<file path="config.mk">
export PLATFORM = sky130hd
export DESIGN_NAME = a10_mac_dot_accum
export DESIGN_NICKNAME = d
export VERILOG_FILES = /design/src/rtl/a10_mac_dot_accum_pkg.sv /design/src/rtl/a10_mac_dot_accum_lane.sv /design/src/rtl/a10_mac_dot_accum.sv
export SDC_FILE = /design/constraint.sdc
export NUM_CORES = 1
export LEC_CHECK = 0
export BUFFER_PORTS_ARGS = -buffer_cell sky130_fd_sc_hd__buf_2
export CORE_MARGIN = 8
export CORE_UTILIZATION = 55
export CTS_BUF_LIST = sky130_fd_sc_hd__clkbuf_8
export DETAILED_ROUTE_END_ITERATION = 10
export MAX_ROUTING_LAYER = met4
export PLACE_DENSITY = 0.73
export SYNTH_ARGS = -nofsm -noshare
export SYNTH_HDL_FRONTEND = slang
export SYNTH_SLANG_ARGS = --single-unit
</file>
<file path="constraint.sdc">
create_clock -name clock0 -period 6.1 [get_ports clock0]
set_clock_uncertainty 0.05 [all_clocks]
set_input_delay 0.61 -clock clock0 [delete_from_list [all_inputs] [get_ports clock0]]
set_output_delay 0.61 -clock clock0 [all_outputs]
set_load 0.02 [all_outputs]
</file>
<file path="src/rtl/a10_mac_dot_accum_pkg.sv">
// Shared widths, saturation limits and lane-slicing helper for the a10 MAC dot-product accumulator.
package a10_mac_dot_accum_pkg;

  localparam int unsigned MAX_LANES  = 16;
  localparam int unsigned MAX_DATA_W = 18;
  localparam int unsigned MAX_ACC_W  = 64;

  typedef struct packed {
    logic valid;
    logic clear;
    logic last;
  } sb_t;

  // Width of the adder-tree sum; wide enough that LANES full-width products never overflow.
  function automatic int unsigned sum_width(input int unsigned lanes, input int unsigned data_w);
    return 2 * data_w + $clog2(lanes);
  endfunction

  function automatic logic [MAX_ACC_W-1:0] sat_hi(input int unsigned acc_w, input bit is_signed);
    logic [MAX_ACC_W-1:0] ones;
    ones = '1;
    return ones >> (MAX_ACC_W - acc_w + (is_signed ? 1 : 0));
  endfunction

  function automatic logic [MAX_ACC_W-1:0] sat_lo(input int unsigned acc_w, input bit is_signed);
    logic [MAX_ACC_W-1:0] one;
    one = MAX_ACC_W'(1);
    return is_signed ? (one << (acc_w - 1)) : '0;
  endfunction

  function automatic logic [MAX_DATA_W-1:0] lane_slice(
    input logic [MAX_LANES*MAX_DATA_W-1:0] bus,
    input int unsigned                      lane,
    input int unsigned                      data_w
  );
    logic [MAX_DATA_W-1:0] mask;
    mask = '1;
    mask = mask >> (MAX_DATA_W - data_w);
    return MAX_DATA_W'(bus >> (lane * data_w)) & mask;
  endfunction

endpackage

</file>
<file path="src/rtl/a10_mac_dot_accum_lane.sv">
// One multiplier lane: S1 operand registers followed by the S2 full-width product register.
module a10_mac_lane
  import a10_mac_dot_accum_pkg::*;
#(
  parameter int unsigned DATA_W = 8,
  parameter int unsigned SIGNED = 1
) (
  input  logic                  clock0,
  input  logic                  aclr0,
  input  logic                  ena,
  input  logic [DATA_W-1:0]     a,
  input  logic [DATA_W-1:0]     b,
  output logic [2*DATA_W-1:0]   prod
);

  logic [DATA_W-1:0]   a_r, b_r;
  logic [2*DATA_W-1:0] a_x, b_x, prod_c;

  // Operands widened to the product width so the low 2*DATA_W bits are exact in both modes.
  generate
    if (SIGNED != 0) begin : g_sext
      assign a_x = {{DATA_W{a_r[DATA_W-1]}}, a_r};
      assign b_x = {{DATA_W{b_r[DATA_W-1]}}, b_r};
    end else begin : g_zext
      assign a_x = {{DATA_W{1'b0}}, a_r};
      assign b_x = {{DATA_W{1'b0}}, b_r};
    end
  endgenerate

  assign prod_c = a_x * b_x;

  always_ff @(posedge clock0 or posedge aclr0) begin
    if (aclr0) begin
      a_r  <= '0;
      b_r  <= '0;
      prod <= '0;
    end else if (ena) begin
      a_r  <= a;
      b_r  <= b;
      prod <= prod_c;
    end
  end

endmodule

</file>
<file path="src/rtl/a10_mac_dot_accum.sv">
// Four-stage pipelined dot-product MAC: lane multipliers, adder tree, saturating accumulator.
module a10_mac_dot_accum
  import a10_mac_dot_accum_pkg::*;
#(
  parameter int unsigned LANES  = 4,
  parameter int unsigned DATA_W = 8,
  parameter int unsigned ACC_W  = 32,
  parameter int unsigned SIGNED = 1
) (
  input  logic                      clock0,
  input  logic                      aclr0,
  input  logic                      ena,
  input  logic                      valid_in,
  input  logic                      clear_in,
  input  logic                      last_in,
  input  logic [LANES*DATA_W-1:0]   dataa,
  input  logic [LANES*DATA_W-1:0]   datab,
  output logic [ACC_W-1:0]          result,
  output logic                      result_valid,
  output logic                      sat
);

  localparam int unsigned SUM_W     = sum_width(LANES, DATA_W);
  localparam bit          IS_SIGNED = (SIGNED != 0);
  localparam logic [ACC_W-1:0] ACC_MAX = ACC_W'(sat_hi(ACC_W, IS_SIGNED));
  localparam logic [ACC_W-1:0] ACC_MIN = ACC_W'(sat_lo(ACC_W, IS_SIGNED));

  logic [DATA_W-1:0]   lane_a [LANES];
  logic [DATA_W-1:0]   lane_b [LANES];
  logic [2*DATA_W-1:0] prod   [LANES];

  sb_t                 sb_in, sb1, sb2, sb3;
  logic [SUM_W-1:0]    sum_c, sum3;
  logic [ACC_W-1:0]    acc, acc_n;
  logic                sat_r, sat_n, rv_r;
  logic [ACC_W:0]      sum_x, acc_x, cand;
  logic                ovf, ovf_neg;

  genvar gi;
  generate
    for (gi = 0; gi < LANES; gi++) begin : g_lane
      assign lane_a[gi] = DATA_W'(lane_slice((MAX_LANES*MAX_DATA_W)'(dataa), gi, DATA_W));
      assign lane_b[gi] = DATA_W'(lane_slice((MAX_LANES*MAX_DATA_W)'(datab), gi, DATA_W));

      a10_mac_lane #(
        .DATA_W (DATA_W),
        .SIGNED (SIGNED)
      ) u_lane (
        .clock0 (clock0),
        .aclr0  (aclr0),
        .ena    (ena),
        .a      (lane_a[gi]),
        .b      (lane_b[gi]),
        .prod   (prod[gi])
      );
    end
  endgenerate

  assign sb_in = '{valid: valid_in, clear: clear_in, last: last_in};

  always_comb begin
    sum_c = '0;
    for (int unsigned i = 0; i < LANES; i++) begin
      sum_c = sum_c + (IS_SIGNED ? SUM_W'($signed(prod[i])) : SUM_W'(prod[i]));
    end
  end

  // One guard bit above ACC_W exposes overflow for both the clear load and the running add.
  always_comb begin
    sum_x   = IS_SIGNED ? (ACC_W+1)'($signed(sum3)) : (ACC_W+1)'(sum3);
    acc_x   = IS_SIGNED ? {acc[ACC_W-1], acc} : {1'b0, acc};
    cand    = sb3.clear ? sum_x : (acc_x + sum_x);
    ovf     = IS_SIGNED ? (cand[ACC_W] != cand[ACC_W-1]) : cand[ACC_W];
    ovf_neg = IS_SIGNED & cand[ACC_W];
    acc_n   = cand[ACC_W-1:0];
    if (ovf) begin
      acc_n = ovf_neg ? ACC_MIN : ACC_MAX;
    end
    sat_n   = sb3.clear ? ovf : (sat_r | ovf);
  end

  always_ff @(posedge clock0 or posedge aclr0) begin
    if (aclr0) begin
      sb1   <= '0;
      sb2   <= '0;
      sb3   <= '0;
      sum3  <= '0;
      acc   <= '0;
      sat_r <= 1'b0;
      rv_r  <= 1'b0;
    end else if (ena) begin
      sb1  <= sb_in;
      sb2  <= sb1;
      sb3  <= sb2;
      sum3 <= sum_c;
      rv_r <= sb3.valid & sb3.last;
      if (sb3.valid) begin
        acc   <= acc_n;
        sat_r <= sat_n;
      end
    end else begin
      rv_r <= 1'b0;
    end
  end

  assign result       = acc;
  assign sat          = sat_r;
  assign result_valid = rv_r;

endmodule

</file>
* Yosys cells after proc, flatten, opt, wreduce, memory -nomap -nowiden *
Cells that the tools add are included.

word-level totals
  register bits = 189
  bits of input ports = 70
  output and inout bits = 34

operators by class
  multipliers = 4
  equal/unequal tests = 1
  muxes and demuxes = 5
  bitwise logic cells = 2
  add/subtract/negate cells = 4
  reduce and logical (&&, ||, !) cells = 1

operator list
  cell               count
  $mul A8 B8 Y16     4
  $mux W32           2
  $add A32 B18 Y33   1
  $mux W33           1
  $add A17 B16 Y18   1
  $add A18 B18 Y18   1
  $add A16 B16 Y17   1
  $mux W1            2
  $reduce_and A2 Y1  1
  $and A1 B1 Y1      1
  $ne A1 B1 Y1       1
  $or A1 B1 Y1       1

* Depth between registers and ports, before layout *
Gate-level depths: netlist of run 1.

  depth in word-level cells = 5
  mapped depth = 21

* Hierarchy *
From an unflattened synthesis of run 1, not the netlist that was laid out.

unflattened totals
  cells, all modules = 2116
  area total of the unflattened synthesis = 20881.3 um2

modules (own cells, without submodules)
  module                           area an instance (um2)  cells each  instances
  a10_mac_dot_accum                6084.6                  680         1
  a10_mac_lane (g_lane[3].u_lane)  3703.6                  359         1
  a10_mac_lane (g_lane[2].u_lane)  3701.0                  360         1
  a10_mac_lane (g_lane[0].u_lane)  3698.5                  359         1
  a10_mac_lane (g_lane[1].u_lane)  3693.5                  358         1

* Worst setup path after synthesis of run 1 *
OpenSTA, ideal clock, no wires.

  kind = reg-to-reg
  start = register g_lane[0].u_lane.a_r[7]
  end = register g_lane[0].u_lane.prod[14]
  data arrival time = 4.607 ns
  slack = 1.317 ns
  required time = 5.924 ns
  stages on the path, launching flop included = 21
  buffers on the path = 1
  cells stage by stage = dfrtp_1 > clkbuf_1 > and2_1 > fa_1 > inv_1 > fa_1 > inv_1 > fa_1 > inv_1 > fa_1 > inv_1 > ha_1 > o21ai_0 > a21oi_1 > o21ai_0 > a21oi_1 > o21ai_0 > a21boi_0 > o21ai_0 > mux2_2 > a221o_1

on the way
  cells in the longest elaborated chain, start to end = 1

ends and longest elaborated chain
  item                    line                          source
  from (decl)             a10_mac_dot_accum_lane.sv:16  logic [DATA_W-1:0] a_r, b_r;
  from (signal assigned)  a10_mac_dot_accum_lane.sv:34  a_r <= '0;
  from (signal assigned)  a10_mac_dot_accum_lane.sv:38  a_r <= a;
  $mul A8 B8 Y16          a10_mac_dot_accum_lane.sv:30  assign prod_c = a_x * b_x;
  to (signal assigned)    a10_mac_dot_accum_lane.sv:40  prod <= prod_c;
  to (decl)               a10_mac_dot_accum_lane.sv:13  output logic [2*DATA_W-1:0] prod

Every way passes these cells.
A chain may end at the register's enable or synchronous reset.

* Worst setup path in the final report of run 1 *
  start = register g_lane[0].u_lane.b_r[2]
  end = register g_lane[0].u_lane.prod[14]

on the way
  cells in the longest elaborated chain, start to end = 1

ends and longest elaborated chain
  item                    line                          source
  from (decl)             a10_mac_dot_accum_lane.sv:16
  from (signal assigned)  a10_mac_dot_accum_lane.sv:35  b_r <= '0;
  from (signal assigned)  a10_mac_dot_accum_lane.sv:39  b_r <= b;
  $mul A8 B8 Y16          a10_mac_dot_accum_lane.sv:30

Every way passes these cells.

==> run summary, run 1 <==
The run gives 5.45 ns as the arrival time reported for the critical path endpoint. Walking the worst path, the cells encountered are and2_1 > fa_1 > inv_1 > fa_1 > inv_1 > fa_1 > inv_1 > fa_1 > inv_1 > ha_1 > o21ai_0 > a21oi_1 > o21ai_0 > a21oi_1 > o21ai_0 > a21boi_0 > o21ai_0 > mux2_2 > a221o_1. The count of flip-flops with a built-in enable after synthesis came out at 0. The tools report the sum of negative setup slack as 0 ns.

The run gives 4 as the H-tree depth. The wire length per cell is 16.1 um, and the initial standard-cell utilization of the core is 0.559. Timing analysis after detailed placement gives a worst setup slack of 1.01 ns. The core region is 0.0357 sq mm. At the later pin of the worst-skew pair, clock insertion delay measures 0.50 ns. Critical register-to-register path startpoint: g_lane[0].u_lane.b_r[2]. The width of the chip was 206 um; the remaining antenna violation count after routing was 0. The logs give 0 for the initial antenna violation count and 0 for the final routed DRC violation total. Counting every instance in the synthesized netlist gives 2,002.

Based on the critical path, the design can be clocked at up to 195 MHz. The flow ran to the end, and the final reports show no timing, DRC or antenna violations. The number of inserted diodes was 0. The run gives 0 as the final number of max-transition violations. TritonCTS built the clock tree. Clock slew seen by the registers of the worst setup and hold paths: 0.10 ns. The row count is 69, and the number of buffers between clock root and the deepest sink is 2. The layout-stage area growth over the synthesis result was 7.19%; the die boundary height was 206 um.

The delay of the slowest cell on the worst path was 0.55 ns; the slack of the worst reg-to-reg path was 0.98 ns. During synthesis, Yosys emitted a total of 0 warnings. The synthesized netlist contains 56 unique library cells. The fraction of the cycle the final worst path needs is 0.839, and the number of hold buffers added after cts is 0. The post-synthesis async set-or-reset flop share was 1.00. Sort of element at the start of the critical path: a register. The logs give 71,300 um for the first-pass GRT wire length and 13,800 for the count of vias placed by the detailed router. The share of post-route cells with drive strength above 1 came out at 0.138.

The top cell type by total area after synthesis was sky130_fd_sc_hd__fa_1. Of all nets on the critical path, the largest fanout is 9. Once placement finished, the instance area stood at 0.0209 sq mm. The run gives 0.894 as the final weighted congestion in routability-driven placement. For the pin with the worst max-slew slack, the measured transition is 1.05 ns. Post-CTS timing repair inserted 0 buffers for setup. After routing the design area is 0.0214 sq mm.

The post-detailed-route via-to-cell ratio is 5.38, and the die footprint is 0.0426 sq mm. For the finished layout, the period the worst path requires is 5.12 ns. The run gives 7 as the first-pass detailed-route iteration total. In this run, the number of DRC markers left after iteration 0 of detailed routing was 707. The cell sitting at the root of the clock tree is a sky130_fd_sc_hd__clkbuf_8. Setup repair after global routing left no endpoint under its margin. On the critical path the largest part of the delay comes from adder cells. Sequential fraction of the synthesis area: 0.237. The worst hold path belongs to the class primary input to async pin. Endpoint of the lowest-slack register-to-register path: g_lane[0].u_lane.prod[14]. For the worst setup path, the data required time is 6.43 ns.

Summed over all layers, the routed wires come to 41,100 um. The critical path in this run is classified as register to register. The total overflow reported by the global router is 0. A synthesized cell averages 9.96 sq um.

Number of buffer cells added on primary ports: 103. The post-layout net count was 2,574; the hold violation count in the final report was 0. Sorting the synthesized cells by area gives the leading types as sky130_fd_sc_hd__fa_1 (26%), sky130_fd_sc_hd__dfrtp_1 (24%), sky130_fd_sc_hd__ha_1 (10%). The number of global-route vias before repair was 14,600; the number of synthesized register bits was 189. The dominant register cell in the synthesized netlist was sky130_fd_sc_hd__dfrtp_1. The number of buffers and inverters on the critical path came out at 4. The count of endpoints failing setup in the final report came out at 0. The worst setup path is captured at a register. Entering global routing, the biggest net connects 140 pins. Across all hold checks on the routed design, the worst slack comes to 0.207 ns. In this run the cell area of the synthesized design comes to 0.0199 sq mm. The logs give 0.302 for the normalized max-slew margin and 0 for the post-CTS resize count.

Among all stages on the critical path, the largest delay is contributed by sky130_fd_sc_hd__fa_1. The slack of the critical path is 0.980 ns. The estimated wirelength of the detail-placed design was 32,800 um; the number of clock buffers inserted by TritonCTS was 17.

104 I/O pins were placed. The TritonCTS sink count is 189. The total global routing track utilization was 0.214. The share of the synthesized area in the top cell type works out to 0.255.

The total of max-cap violations came out at 0. Counting every net in the synthesized netlist gives 2,491. Counting cells, the worst reg-to-reg path comes to 19.
[metrics by stage]
stage	util	instances
4_1_cts	0.599	2558
5_1_grt	0.599	2558
3_3_place_gp	0.587	2527
3_5_place_dp	0.587	2527
2_1_floorplan	-	2002
6_report	0.599	2558
[cells in the mapped netlist (all sizes together), types with 3 or more instances]
cell,instances
o21ai,69
dfrtp,189
mux2i,4
a21oi,98
clkbuf,33
o41ai,5
o31ai,10
a31o,5
o21a,8
nand4,3
xor2,17
nor3,16
nand2b,11
a211oi,6
or3,6
o31a,5
o211ai,4
or4,3
xnor2,81
ha,165
o21bai,9
and2,165
and3,11
a21boi,6
inv,351
a31oi,6
fa,254
buf,12
a21o,26
mux2,133
nand3,13
nor2b,26
nand2,141
nor2,94
[worst max path at each step]
stage	startpoint	end	slack, ns	cells past startpoint
floorplan	aclr0	g_lane[0].u_lane.a_r[0]	0.30	1
global placement	g_lane[0].u_lane.a_r[6]	g_lane[0].u_lane.prod[14]	1.16	19
detailed placement	g_lane[0].u_lane.a_r[5]	g_lane[0].u_lane.prod[14]	1.01	19
CTS	g_lane[0].u_lane.a_r[5]	g_lane[0].u_lane.prod[14]	0.99	19
global route	g_lane[0].u_lane.a_r[3]	g_lane[0].u_lane.prod[14]	0.62	19
finish	g_lane[0].u_lane.b_r[2]	g_lane[0].u_lane.prod[14]	0.98	19
[layout by cell type (no fill, tap or decap), drive strengths merged, types with 81 or more instances in the layout]
cell,synthesis,final
inv,351,356
fa,254,254
dfrtp,189,189
and2,165,165
ha,165,165
nand2,141,141
mux2,133,133
buf,12,109
a21oi,98,98
nor2,94,94
xnor2,81,81
[area by class of cell]
class                           instances  area (sq um)
Timing Repair Buffer                  109           567
Clock inverter                         12           184
Multi-Input combinational cell       1416         13700
Tap cell                              461           577
Clock buffer                           19           262
Sequential cell                       189          4730
Fill cell                            3024         14300
Inverter                              352          1330
[sequential cells by signal, indices dropped and copies added (netlist names), 3 cells and up]
name                flops
g_lane.u_lane.a_r      32
sum3                   18
g_lane.u_lane.prod     64
sb2                     3
result                 32
g_lane.u_lane.b_r      32
sb1                     3
sb3                     3
[logic make-up (layout without fill, tap and decap cells)]
| group | count (synthesis) | in the layout | share of synthesized area |
|---|---|---|---|
| DFF | 189 | 189 | 0.237 |
| AOI/OAI and AO/OA | 267 | 267 | 0.0837 |
| xor gates and xnor gates | 98 | 98 | 0.0431 |
| adders and majority gates | 419 | 419 | 0.359 |
| and+or+nand+nor | 495 | 495 | 0.125 |
| muxes | 137 | 137 | 0.0775 |
| buffers and inverters | 397 | 492 | 0.0751 |
[routing by layer]
layer  vias up  part of all wire  global-route usage  wire length (um)
met1      6935              0.46               0.276             18800
met2       238              0.49               0.356             20300
met3        40             0.035              0.0255              1450
met4         0             0.016              0.0547               656
li1       6556                 -                   -                 -
met5         -                 0                   -                 0
Power of run 1 is not shown: default switching activity piles up to over one toggle a cycle in this logic, so the estimate is an artifact.
==> run 2, diff against run 1 <==
Settings changed: PLACE_DENSITY 0.73 to 0.7.
Clock period 6.1 ns to 5.4 ns, I/O delays scaled along.
==> run 2 against run 1 <==
Cell count increased by 0.12%; fmax rose by 2.0%; sequential share of layout area up 0.051 points; register-to-register slack lost 0.60 ns; clock-buffer cell count shrank 2; worst hold slack worse by 0.055 ns; critical path depth is the same; first-iteration DRC count decreased by 19%; final area is 0.23% lower; die area is the same; setup slack lost 0.60 ns.
==> run summary, run 2 (synthesis results as in run 1) <==
Leading cell type in the layout, fill and taps excluded: sky130_fd_sc_hd__inv_1 (unchanged). Total global routing track utilization: 0.214 (about the same). The post-route minimum period came out at 5.02 ns (was 5.12 ns). For the initial antenna violation count, the log shows 0 (unchanged). The final number of max-transition violations is 0 (unchanged), and the first-pass GRT wire length is 71,300 um (about the same).

For the arrival time reported for the critical path endpoint, the log shows 5.37 ns (was 5.45 ns). The normalized max-slew margin came out at 0.370 (was 0.302). For the routed wire length on met3, the log shows 1190 um (was 1450 um). The layout-stage area growth over the synthesis result is 6.94% (was 7.19%).

The wire length per cell came out at 16.2 um (was 16.1 um). For the total of max-cap violations, the log shows 0 (unchanged). The starting DRC count in detailed routing was 572 (was 707). The logs give 0 (unchanged) for the remaining antenna violation count after routing and 41,400 um (was 41,100 um) for the total routed wirelength.

The final weighted congestion in routability-driven placement came out at 0.892 (was 0.894). The fraction of the cycle the final worst path needs works out to 0.930 (was 0.839). The worst setup path category is register to register (unchanged). The run gives 0 (unchanged) as the number of setup buffers added after CTS.

The tools report the estimated wirelength of the detail-placed design as 32,900 um (was 32,800 um). The tools report the critical path endpoint category as a register (unchanged). The width of the chip works out to 206 um (unchanged). Topmost layer with routed signal wires: met4 (unchanged).

The count of endpoints failing setup in the final report is 0 (unchanged), and the total length of routed met2 wires is 20,000 um (was 20,300 um). The maximum number of pins on one net before global-route repair was 151 (was 140); the final routed DRC violation total was 0 (unchanged). The post-layout net count is 2,577 (was 2,574), and the share of post-route cells with drive strength above 1 is 0.140 (was 0.138). The logs give 3,046 (was 3,024) for the number of inserted filler cells in the final layout and 0.0210 sq mm (was 0.0209 sq mm) for the area of placed instances. The register bank with the most flops was g_lane.u_lane.prod (unchanged).

The tools report the sort of element at the start of the critical path as a register (unchanged). TritonCTS built the clock tree. The hold violation count in the final report came out at 0 (unchanged). The tools report the total non-filler cell area in the finished layout as 0.0213 sq mm (was 0.0214 sq mm). The row count is 69 (unchanged), and the worst-case setup slack after placement is 0.350 ns (was 1.01 ns). Post-detailed-route via-to-cell ratio: 5.33 (was 5.38). H-tree depth: 4 (unchanged). The top-level I/O count was 104 (unchanged). The first-pass detailed-route iteration total was 5 (was 7). For the routed length on met1, the log shows 19,300 um (was 18,800 um).

The type of the most critical hold path is primary input to async pin (unchanged). Highest-count cells in the layout ignoring fill and taps: sky130_fd_sc_hd__inv_1 (349), sky130_fd_sc_hd__fa_1 (254), sky130_fd_sc_hd__dfrtp_1 (189) (was sky130_fd_sc_hd__inv_1 (350), sky130_fd_sc_hd__fa_1 (254), sky130_fd_sc_hd__dfrtp_1 (189)). Number of hold buffers added after cts: 0 (unchanged). The number of inserted diodes was 0 (unchanged). The total overflow reported by the global router is 0 (unchanged), and the final-layout worst hold slack is 0.152 ns (was 0.207 ns). For the die footprint, the log shows 0.0426 sq mm (unchanged).

The clock tree root buffer cell is sky130_fd_sc_hd__clkbuf_8 (unchanged). The pin slew with the least headroom to its limit is 0.925 ns (was 1.05 ns). The run gives 199 MHz (was 195 MHz) as the maximum achievable frequency.

The clock latency on the worst-skew pair is 0.51 ns (was 0.50 ns). Setup repair after global routing left no endpoint under its margin. The number of global-route vias before repair was 14,600 (about the same); the number of flip-flops in the largest register was 64 (unchanged). The number of buffer cells added on primary ports came out at 103 (unchanged). The run gives 5.75 ns (was 6.43 ns) as the data required time of the critical path.

Highest fanout seen on the critical path: 9 (unchanged). The flow ran to the end, and the final reports show no timing, DRC or antenna violations. The clock slew seen by the registers of the worst setup and hold paths is 0.10 ns (about the same), and the TritonCTS sink count is 189 (unchanged).

The post-CTS resize count was 0 (unchanged); the slack of the critical path was 0.379 ns (was 0.980 ns). The die boundary height came out at 206 um (unchanged). The initial standard-cell utilization of the core is 0.559 (unchanged). The placeable core area came out at 0.0357 sq mm (unchanged). The run gives 0 ns (unchanged) as the sum of negative setup slack. The tools report the count of vias placed by the detailed router as 13,700 (was 13,800). The number of clock buffers inserted by TritonCTS came out at 17 (unchanged).

Number of buffers between clock root and the deepest sink: 2 (unchanged).
## run 2: cell types whose count changed in the layout (fill, tap and decap cells not counted), moves of 2 or more
cell                         change
sky130_fd_sc_hd__clkinvlp_4      +5
sky130_fd_sc_hd__buf_4           +2
sky130_fd_sc_hd__inv_8           +2
sky130_fd_sc_hd__bufinv_16       -4
sky130_fd_sc_hd__clkbuf_8        -2
## run 2: cell type report
| class | count | area, sq um | share of cell area |
|---|---|---|---|
| Tap cell | 461 | 577 | 0.0271 |
| Multi-Input combinational cell | 1416 | 13700 | 0.644 |
| Clock buffer | 17 | 234 | 0.0110 |
| Clock inverter | 14 | 131 | 0.00616 |
| Timing Repair Buffer | 112 | 602 | 0.0282 |
| Inverter | 352 | 1330 | 0.0622 |
| Sequential cell | 189 | 4730 | 0.222 |
## run 2: stage by stage
stage / utilization / instances
3_5_place_dp: 0.588 / 2530
5_1_grt: 0.598 / 2561
4_1_cts: 0.598 / 2561
3_3_place_gp: 0.588 / 2530
6_report: 0.598 / 2561
2_1_floorplan: - / 2002
## run 2: final timing paths
| kind | start | end | slack (ns) | cells after the start |
|---|---|---|---|---|
| setup / recovery | g_lane[0].u_lane.b_r[2] | g_lane[0].u_lane.prod[14] | 0.38 | 19 |
| hold / removal | aclr0 | g_lane[3].u_lane.b_r[5] | 0.15 | 2 |
| hold reg to reg | sb2[1] | sb3[1] | 0.45 | 2 |
| setup reg to reg | g_lane[0].u_lane.b_r[2] | g_lane[0].u_lane.prod[14] | 0.38 | 19 |
| min in group clock0 | dataa[8] | g_lane[1].u_lane.a_r[0] | 0.20 | 2 |
| max in group asynchronous | aclr0 | g_lane[2].u_lane.b_r[4] | 3.83 | 3 |
## run 2: metal layers
metal,up-vias,track usage
li1,6544,-
met1,6868,0.277
met2,202,0.351
met3,45,0.0282
met4,0,0.0609
met5,-,-
## run 2: critical path, cell delays in order, from the launching register on
cell and delay [ns]:
sky130_fd_sc_hd__dfrtp_1 0.50, sky130_fd_sc_hd__and2_1 0.21, sky130_fd_sc_hd__fa_1 0.53, sky130_fd_sc_hd__inv_1 0.06
sky130_fd_sc_hd__fa_1 0.53, sky130_fd_sc_hd__inv_1 0.05, sky130_fd_sc_hd__fa_1 0.47, sky130_fd_sc_hd__inv_1 0.05
sky130_fd_sc_hd__fa_1 0.47, sky130_fd_sc_hd__inv_1 0.04, sky130_fd_sc_hd__ha_1 0.32, sky130_fd_sc_hd__o21ai_0 0.12
sky130_fd_sc_hd__a21oi_1 0.12, sky130_fd_sc_hd__o21ai_1 0.17, sky130_fd_sc_hd__a21oi_1 0.10, sky130_fd_sc_hd__o21ai_0 0.21
sky130_fd_sc_hd__a21boi_0 0.15, sky130_fd_sc_hd__o21ai_0 0.19, sky130_fd_sc_hd__mux2_2 0.35, sky130_fd_sc_hd__a221o_1 0.26
Power of run 2 is left out for the same reason.
